`src/rtl/bp_update_ctrl.sv`:
```
// -----------------------------------------------------------------------------
// bp_update_ctrl
// Schedules branch-predictor updates from two producers.
//   Port A (EX stage) reports every resolved branch together with the IF
//   prediction. Port B (ID stage) reports direct jumps early.
// Accepted records are queued in a small FIFO. The FIFO head drives the
// predictor update port at up to one record per cycle. A mispredicted A record
// also produces a registered one-cycle IF redirect.
//
// Ports
//   clk, resetn            clock, synchronous active-low reset
//   a_valid/a_ready        EX record handshake
//   a_addr, a_cond, a_taken, a_target, a_pred_taken, a_pred_target
//                          EX record fields and the prediction made in IF
//   b_valid/b_ready        ID direct-jump handshake
//   b_addr, b_target       ID jump fields
//   hold                   pause draining
//   flush                  discard every queued record
//   upd_*                  predictor update port, driven from the FIFO head
//   redirect_valid/_pc     one-cycle IF redirect after an A mispredict
//   q_count                FIFO occupancy
// -----------------------------------------------------------------------------
module bp_update_ctrl #(
   parameter int DEPTH      = 4,
   parameter int STARVE_LIM = 3
) (
   input  logic                     clk,
   input  logic                     resetn,
   input  logic                     a_valid,
   output logic                     a_ready,
   input  logic [31:0]              a_addr,
   input  logic                     a_cond,
   input  logic                     a_taken,
   input  logic [31:0]              a_target,
   input  logic                     a_pred_taken,
   input  logic [31:0]              a_pred_target,
   input  logic                     b_valid,
   output logic                     b_ready,
   input  logic [31:0]              b_addr,
   input  logic [31:0]              b_target,
   input  logic                     hold,
   input  logic                     flush,
   output logic                     upd_en,
   output logic [31:0]              upd_inst_addr,
   output logic                     upd_br_inst,
   output logic                     upd_cond_br_inst,
   output logic                     upd_br_taken,
   output logic [31:0]              upd_br_target,
   output logic                     redirect_valid,
   output logic [31:0]              redirect_pc,
   output logic [$clog2(DEPTH):0]   q_count
);

   localparam int AW = $clog2(DEPTH);
   localparam int PW = AW + 1;
   localparam int SW = (STARVE_LIM < 1) ? 1 : $clog2(STARVE_LIM + 1);

   typedef enum logic [1:0] {
      ST_RUN   = 2'd0,
      ST_HOLD  = 2'd1,
      ST_FLUSH = 2'd2
   } state_e;

   state_e          state_q, state_d;
   logic [PW-1:0]   wr_ptr_q, wr_ptr_d;
   logic [PW-1:0]   rd_ptr_q, rd_ptr_d;
   logic [SW-1:0]   starve_q, starve_d;
   logic            redirect_valid_q, redirect_valid_d;
   logic [31:0]     redirect_pc_q, redirect_pc_d;

   logic [31:0]     mem_addr_q   [DEPTH];
   logic            mem_cond_q   [DEPTH];
   logic            mem_taken_q  [DEPTH];
   logic [31:0]     mem_target_q [DEPTH];

   logic [PW-1:0]   count_s;
   logic            free_s;
   logic            blocked_s;
   logic            starved_s;
   logic            b_win_s;
   logic            a_win_s;
   logic            a_fire_s;
   logic            b_fire_s;
   logic            enq_s;
   logic            deq_s;
   logic            clear_s;
   logic            mispredict_s;
   logic [AW-1:0]   wr_idx_s;
   logic [AW-1:0]   rd_idx_s;
   logic [31:0]     enq_addr_s;
   logic            enq_cond_s;
   logic            enq_taken_s;
   logic [31:0]     enq_target_s;

   // Occupancy comes from the extra pointer bit, so full and empty differ.
   assign count_s   = wr_ptr_q - rd_ptr_q;
   assign free_s    = (count_s < PW'(DEPTH));
   assign wr_idx_s  = wr_ptr_q[AW-1:0];
   assign rd_idx_s  = rd_ptr_q[AW-1:0];
   assign blocked_s = (state_q == ST_FLUSH) || flush;
   assign starved_s = (starve_q == SW'(STARVE_LIM));
   assign clear_s   = (state_q == ST_FLUSH) || flush;

   assign mispredict_s = (a_pred_taken != a_taken) ||
                         (a_taken && (a_pred_target != a_target));

   // Arbitration, handshakes and the enqueue record mux
   always_comb begin
      b_win_s  = b_valid && (!a_valid || starved_s);
      a_win_s  = a_valid && !b_win_s;
      a_ready  = a_win_s && free_s && !blocked_s;
      b_ready  = b_win_s && free_s && !blocked_s;
      a_fire_s = a_valid && a_ready;
      b_fire_s = b_valid && b_ready;
      enq_s    = a_fire_s || b_fire_s;
      deq_s    = (state_q == ST_RUN) && (count_s != '0) && !flush;
      if (a_fire_s) begin
         enq_addr_s   = a_addr;
         enq_cond_s   = a_cond;
         enq_taken_s  = a_taken;
         enq_target_s = a_target;
      end else begin
         // Direct jumps are unconditional and always taken.
         enq_addr_s   = b_addr;
         enq_cond_s   = 1'b0;
         enq_taken_s  = 1'b1;
         enq_target_s = b_target;
      end
   end

   // Control FSM next state
   always_comb begin
      state_d = state_q;
      case (state_q)
         ST_RUN: begin
            if (flush)      state_d = ST_FLUSH;
            else if (hold)  state_d = ST_HOLD;
            else            state_d = ST_RUN;
         end
         ST_HOLD: begin
            if (flush)      state_d = ST_FLUSH;
            else if (!hold) state_d = ST_RUN;
            else            state_d = ST_HOLD;
         end
         ST_FLUSH: begin
            if (hold)       state_d = ST_HOLD;
            else            state_d = ST_RUN;
         end
         default:           state_d = ST_RUN;
      endcase
   end

   // Pointer and starvation counter next state
   always_comb begin
      wr_ptr_d = wr_ptr_q;
      rd_ptr_d = rd_ptr_q;
      starve_d = starve_q;
      // Clearing already while flush is high makes the queue read empty in
      // the FLUSH cycle; the FLUSH edge itself clears it again.
      if (clear_s) begin
         wr_ptr_d = '0;
         rd_ptr_d = '0;
      end else begin
         if (enq_s) wr_ptr_d = wr_ptr_q + PW'(1);
         else       wr_ptr_d = wr_ptr_q;
         if (deq_s) rd_ptr_d = rd_ptr_q + PW'(1);
         else       rd_ptr_d = rd_ptr_q;
      end
      if (state_q == ST_FLUSH || b_fire_s) begin
         starve_d = '0;
      end else if (b_valid && a_fire_s && !starved_s) begin
         starve_d = starve_q + SW'(1);
      end else begin
         starve_d = starve_q;
      end
   end

   // Redirect next state; the PC holds when no redirect fires
   always_comb begin
      redirect_valid_d = 1'b0;
      redirect_pc_d    = redirect_pc_q;
      if (a_fire_s && mispredict_s) begin
         redirect_valid_d = 1'b1;
         redirect_pc_d    = a_taken ? a_target : (a_addr + 32'h0000_0004);
      end else begin
         redirect_valid_d = 1'b0;
         redirect_pc_d    = redirect_pc_q;
      end
   end

   // Control registers with synchronous reset
   always_ff @(posedge clk) begin
      if (!resetn) begin
         state_q          <= ST_RUN;
         wr_ptr_q         <= '0;
         rd_ptr_q         <= '0;
         starve_q         <= '0;
         redirect_valid_q <= 1'b0;
         redirect_pc_q    <= 32'h0000_0000;
      end else begin
         state_q          <= state_d;
         wr_ptr_q         <= wr_ptr_d;
         rd_ptr_q         <= rd_ptr_d;
         starve_q         <= starve_d;
         redirect_valid_q <= redirect_valid_d;
         redirect_pc_q    <= redirect_pc_d;
      end
   end

   // FIFO storage; contents are only observed through valid pointers
   always_ff @(posedge clk) begin
      if (enq_s && !clear_s) begin
         mem_addr_q[wr_idx_s]   <= enq_addr_s;
         mem_cond_q[wr_idx_s]   <= enq_cond_s;
         mem_taken_q[wr_idx_s]  <= enq_taken_s;
         mem_target_q[wr_idx_s] <= enq_target_s;
      end
   end

   // Update port: head fields are forced to zero while no update is issued
   always_comb begin
      upd_en           = deq_s;
      upd_br_inst      = 1'b0;
      upd_inst_addr    = 32'h0000_0000;
      upd_cond_br_inst = 1'b0;
      upd_br_taken     = 1'b0;
      upd_br_target    = 32'h0000_0000;
      if (deq_s) begin
         upd_br_inst      = 1'b1;
         upd_inst_addr    = mem_addr_q[rd_idx_s];
         upd_cond_br_inst = mem_cond_q[rd_idx_s];
         upd_br_taken     = mem_taken_q[rd_idx_s];
         upd_br_target    = mem_target_q[rd_idx_s];
      end else begin
         upd_br_inst      = 1'b0;
      end
   end

   assign redirect_valid = redirect_valid_q;
   assign redirect_pc    = redirect_pc_q;
   assign q_count        = count_s;

endmodule
```
`config.mk`:
```
export PLATFORM = sky130hd
export DESIGN_NAME = bp_update_ctrl
export DESIGN_NICKNAME = d
export VERILOG_FILES = /design/src/rtl/bp_update_ctrl.sv
export SDC_FILE = /design/constraint.sdc
export NUM_CORES = 1
export LEC_CHECK = 0
export BUFFER_PORTS_ARGS = -buffer_cell sky130_fd_sc_hd__buf_2
export CORE_AREA = 2 2 162 164
export DETAILED_ROUTE_END_ITERATION = 7
export DIE_AREA = 0 0 164 166
export GPL_ROUTABILITY_DRIVEN = 0
export HOLD_SLACK_MARGIN = 0.15
export PLACE_DENSITY = 0.83
export RECOVER_POWER = 100
export SLEW_MARGIN = 20
export SYNTH_ARGS = -nofsm -noshare
export SYNTH_HDL_FRONTEND = slang
export SYNTH_SLANG_ARGS = --single-unit
```
`constraint.sdc`:
```
create_clock -name clk -period 4.2 [get_ports clk]
set_clock_uncertainty 0.05 [all_clocks]
set_input_delay 0.42 -clock clk [delete_from_list [all_inputs] [get_ports clk]]
set_output_delay 0.42 -clock clk [all_outputs]
set_load 0.005 [all_outputs]
```
==> impl_metrics.toml <==
[cts]
cts.sinks = 309
cts_buffers = 31
clock_path_buffers = 3
ctsResizeCount = 0
clock_latency_ns = 0.56
cts_tree = "done"
clock-root-buffer = "clkbuf_16"
htree_levels = 1
clkTransAtPathRegs_ns = 0.06

[layout]
area_delta_synth_final_pct = 20.1
antenna_cells = 0
finalNonFillerCells = 1507
drive_gt1_frac = 0.323
nets = 1325

[place]
io_buffers = 274
place_hpwl_mm = 25.9
dp_cells = 1446
place_ws_ns = 0.884

[setup_path]
crit_family = "simple AND/OR/NAND/NOR gates"
endpoint_kind = "primary output"
worstSetupPathType = "flop to primary output"
critPathMaxStageDelay_ns = 0.45
crit_chain = "inv_1, ha_1, fa_1, xor3_1, nor3b_1, and3_4, buf_4, clkbuf_1"
worstPathRequired_ns = 3.73
cp.arrival_ns = 3.33
critPathMaxFanout = 28
slowest_stage = "and3_4"
cp.buffers_inverters = 3
r2r_cells = 9
cp-start-kind = "flop"
path_depth = 8

[logic_synthesis]
synth_edf_count = 264
syn_nets = 1054
syn-cell-area_um2 = 13800
synth_flop_cell = "edfxtp_1"
synth_seq_cells = 309
yosysSeqAreaShare = 0.638
synth-async-reset-ratio = 0
syn_inst = 876
synth.avg_cell_area_um2 = 15.8
synth_cell_type_count = 45
yosys_warnings = 0

[sta]
fin_crit_ns = 3.80
slew_headroom = -0.443
setup_ws_ns = 0.404
setup_tns_ns = 0
slew_viol_final = 53
hold_viol = 0
fin_crit_sh = 0.904
worstMarginPinSlew_ns = 2.16
finalSetupViolations = 0
fmax_ghz = 0.263
rsz0062_at_grt = "no"

[die]
rows = 59
core_area_um2 = 25600
ioPinCount = 275
dieArea_um2 = 27200
die_h_um = 166
die_w_um = 164
start_util = 0.540

[detailed_routing]
drtPass1Iterations = 6
ant_nets = 0
dr_total_vias = 9037
wl_mm = 36.7
routedWlPerCell_um = 24.3
drt_iter0_markers = 887
drc = 0
vias_per_cell = 6.00

[global_routing]
grt_use_total = 0.266
grt.overflow.total = 0
grt_pass1_vias = 8735
grt_pass1_wl_mm = 53.2
antenna_found_initial = 1
grt_start_max_net_pins = 67

[worst_hold_path]
whs_path_depth = 2
hp-class = "input pin to flop"

[run_status]
violations = "max-capacitance violations, max-slew violations"
status = "complete, but fails checks"

[flow_run]
maxCapViolCount = 1

[pwr]
power_density_nw_per_um2 = 415
peakVddDrop_uv = 262
leakage_nw = 5.93
[cells by family after synthesis]
group / after synthesis / share of synthesized area
AO/OA/AOI/OAI: 83 / 0.0372
XOR/XNOR: 63 / 0.0409
adder cells (fa/ha/maj): 9 / 0.00868
buffers and inverters: 60 / 0.0183
flip-flops: 309 / 0.638
multiplexers: 150 / 0.174
AND/OR/NAND/NOR: 202 / 0.0831
[routing by layer]
layer / up-vias / GRT usage / part of all wire
li1: 3923 / - / -
met1: 4481 / 0.371 / 0.37
met2: 543 / 0.421 / 0.48
met3: 90 / 0.0460 / 0.11
met4: 0 / 0.107 / 0.045
met5: - / 0 / 0
[sequential cells by signal (all words and copies together), names as in the netlist, named ones only]
register,cells
wr_ptr_q,3
redirect_valid,1
mem_target_q,128
rd_ptr_q,3
mem_cond_q,4
state_q,2
mem_taken_q,4
redirect_pc,32
mem_addr_q,128
starve_q,2
[timing repair]
item / CTS / global route
hold buffers: 3 / 0
endpoints found under the hold margin: 3 / 0
setup buffers: 0 / 0
[stage by stage]
step	instance area (µm²)	total power [mW]	util	hold WS [ns]
final	16600	6.89	0.649	0.169
after global routing	16600	7.07	0.649	0.179
after CTS	16700	6.92	0.651	0.156
after detailed placement	15600	4.10	0.608	0.393
after global placement	15600	4.08	0.608	0.391
after floorplan	13800	3.82	-	0.372
[cells in the mapped netlist, types with 4 or more instances]
cell type  count  area share
a21o_1         7      0.0038
a21oi_1       15      0.0054
and2_1        71       0.032
buf_2         17      0.0061
clkbuf_1      28      0.0076
dfxtp_1       45       0.065
edfxtp_1     264        0.57
ha_1           8      0.0072
inv_1         10      0.0027
mux2_2        64       0.052
mux2i_1       20       0.014
mux4_2        66        0.11
nand2_1       43       0.012
nand2b_1       4      0.0018
nand3_1       19      0.0069
nand4_1       16      0.0072
nor2_1        18      0.0049
nor3_1         9      0.0033
nor4_1         6      0.0027
o211ai_1       6      0.0033
o21a_1         4      0.0022
o21ai_0       33       0.012
o21bai_1       5      0.0027
o41ai_1        5      0.0032
xnor2_1       32       0.020
xor2_1        30       0.019
[where the power goes]
group          internal [mW]  switching [mW]
logic                  0.233           0.329
registers               3.43          0.0341
clock network           1.74            1.12
total                   5.41            1.49
[cell usage in the layout, fill, tap and decap left out, types with 5 or more instances in the layout]
master,Yosys,layout
buf_2,17,240
a21oi_1,15,15
mux4_2,66,66
edfxtp_1,264,264
and2_1,71,39
nand4_1,16,16
ha_1,8,8
o211ai_1,6,6
inv_1,10,10
nor2_1,18,18
o21bai_1,5,5
nor4_1,6,6
clkinv_1,0,5
mux2_1,0,64
o21ai_0,33,33
dfxtp_1,45,43
clkinv_2,0,5
xor2_1,30,30
nand2_1,43,43
mux2i_1,20,20
bufinv_16,0,6
o41ai_1,5,5
clkbuf_16,0,31
nand3_1,19,19
nor3_1,9,9
and2_0,0,28
buf_12,0,5
clkbuf_1,28,38
xnor2_1,32,32
a21o_1,7,7
[final timing paths]
kind,startpoint,end,slack (ns)
max,wr_ptr_q[0],a_ready,0.40
min,b_target[6],mem_target_q[1][6],0.17
max reg2reg,wr_ptr_q[0],redirect_pc[12],0.48
min reg2reg,starve_q[1],starve_q[1],0.42
[area by class of cell]
class / count / area (µm²)
clock inverters: 19 / 249
flip-flops and latches: 309 / 8840
fillers: 1788 / 9000
inverters: 10 / 37.5
well taps: 335 / 419
repair buffers: 288 / 1500
clock buffers: 39 / 816
multi-input cells: 507 / 4760
Power figures use the tool's default switching activity.
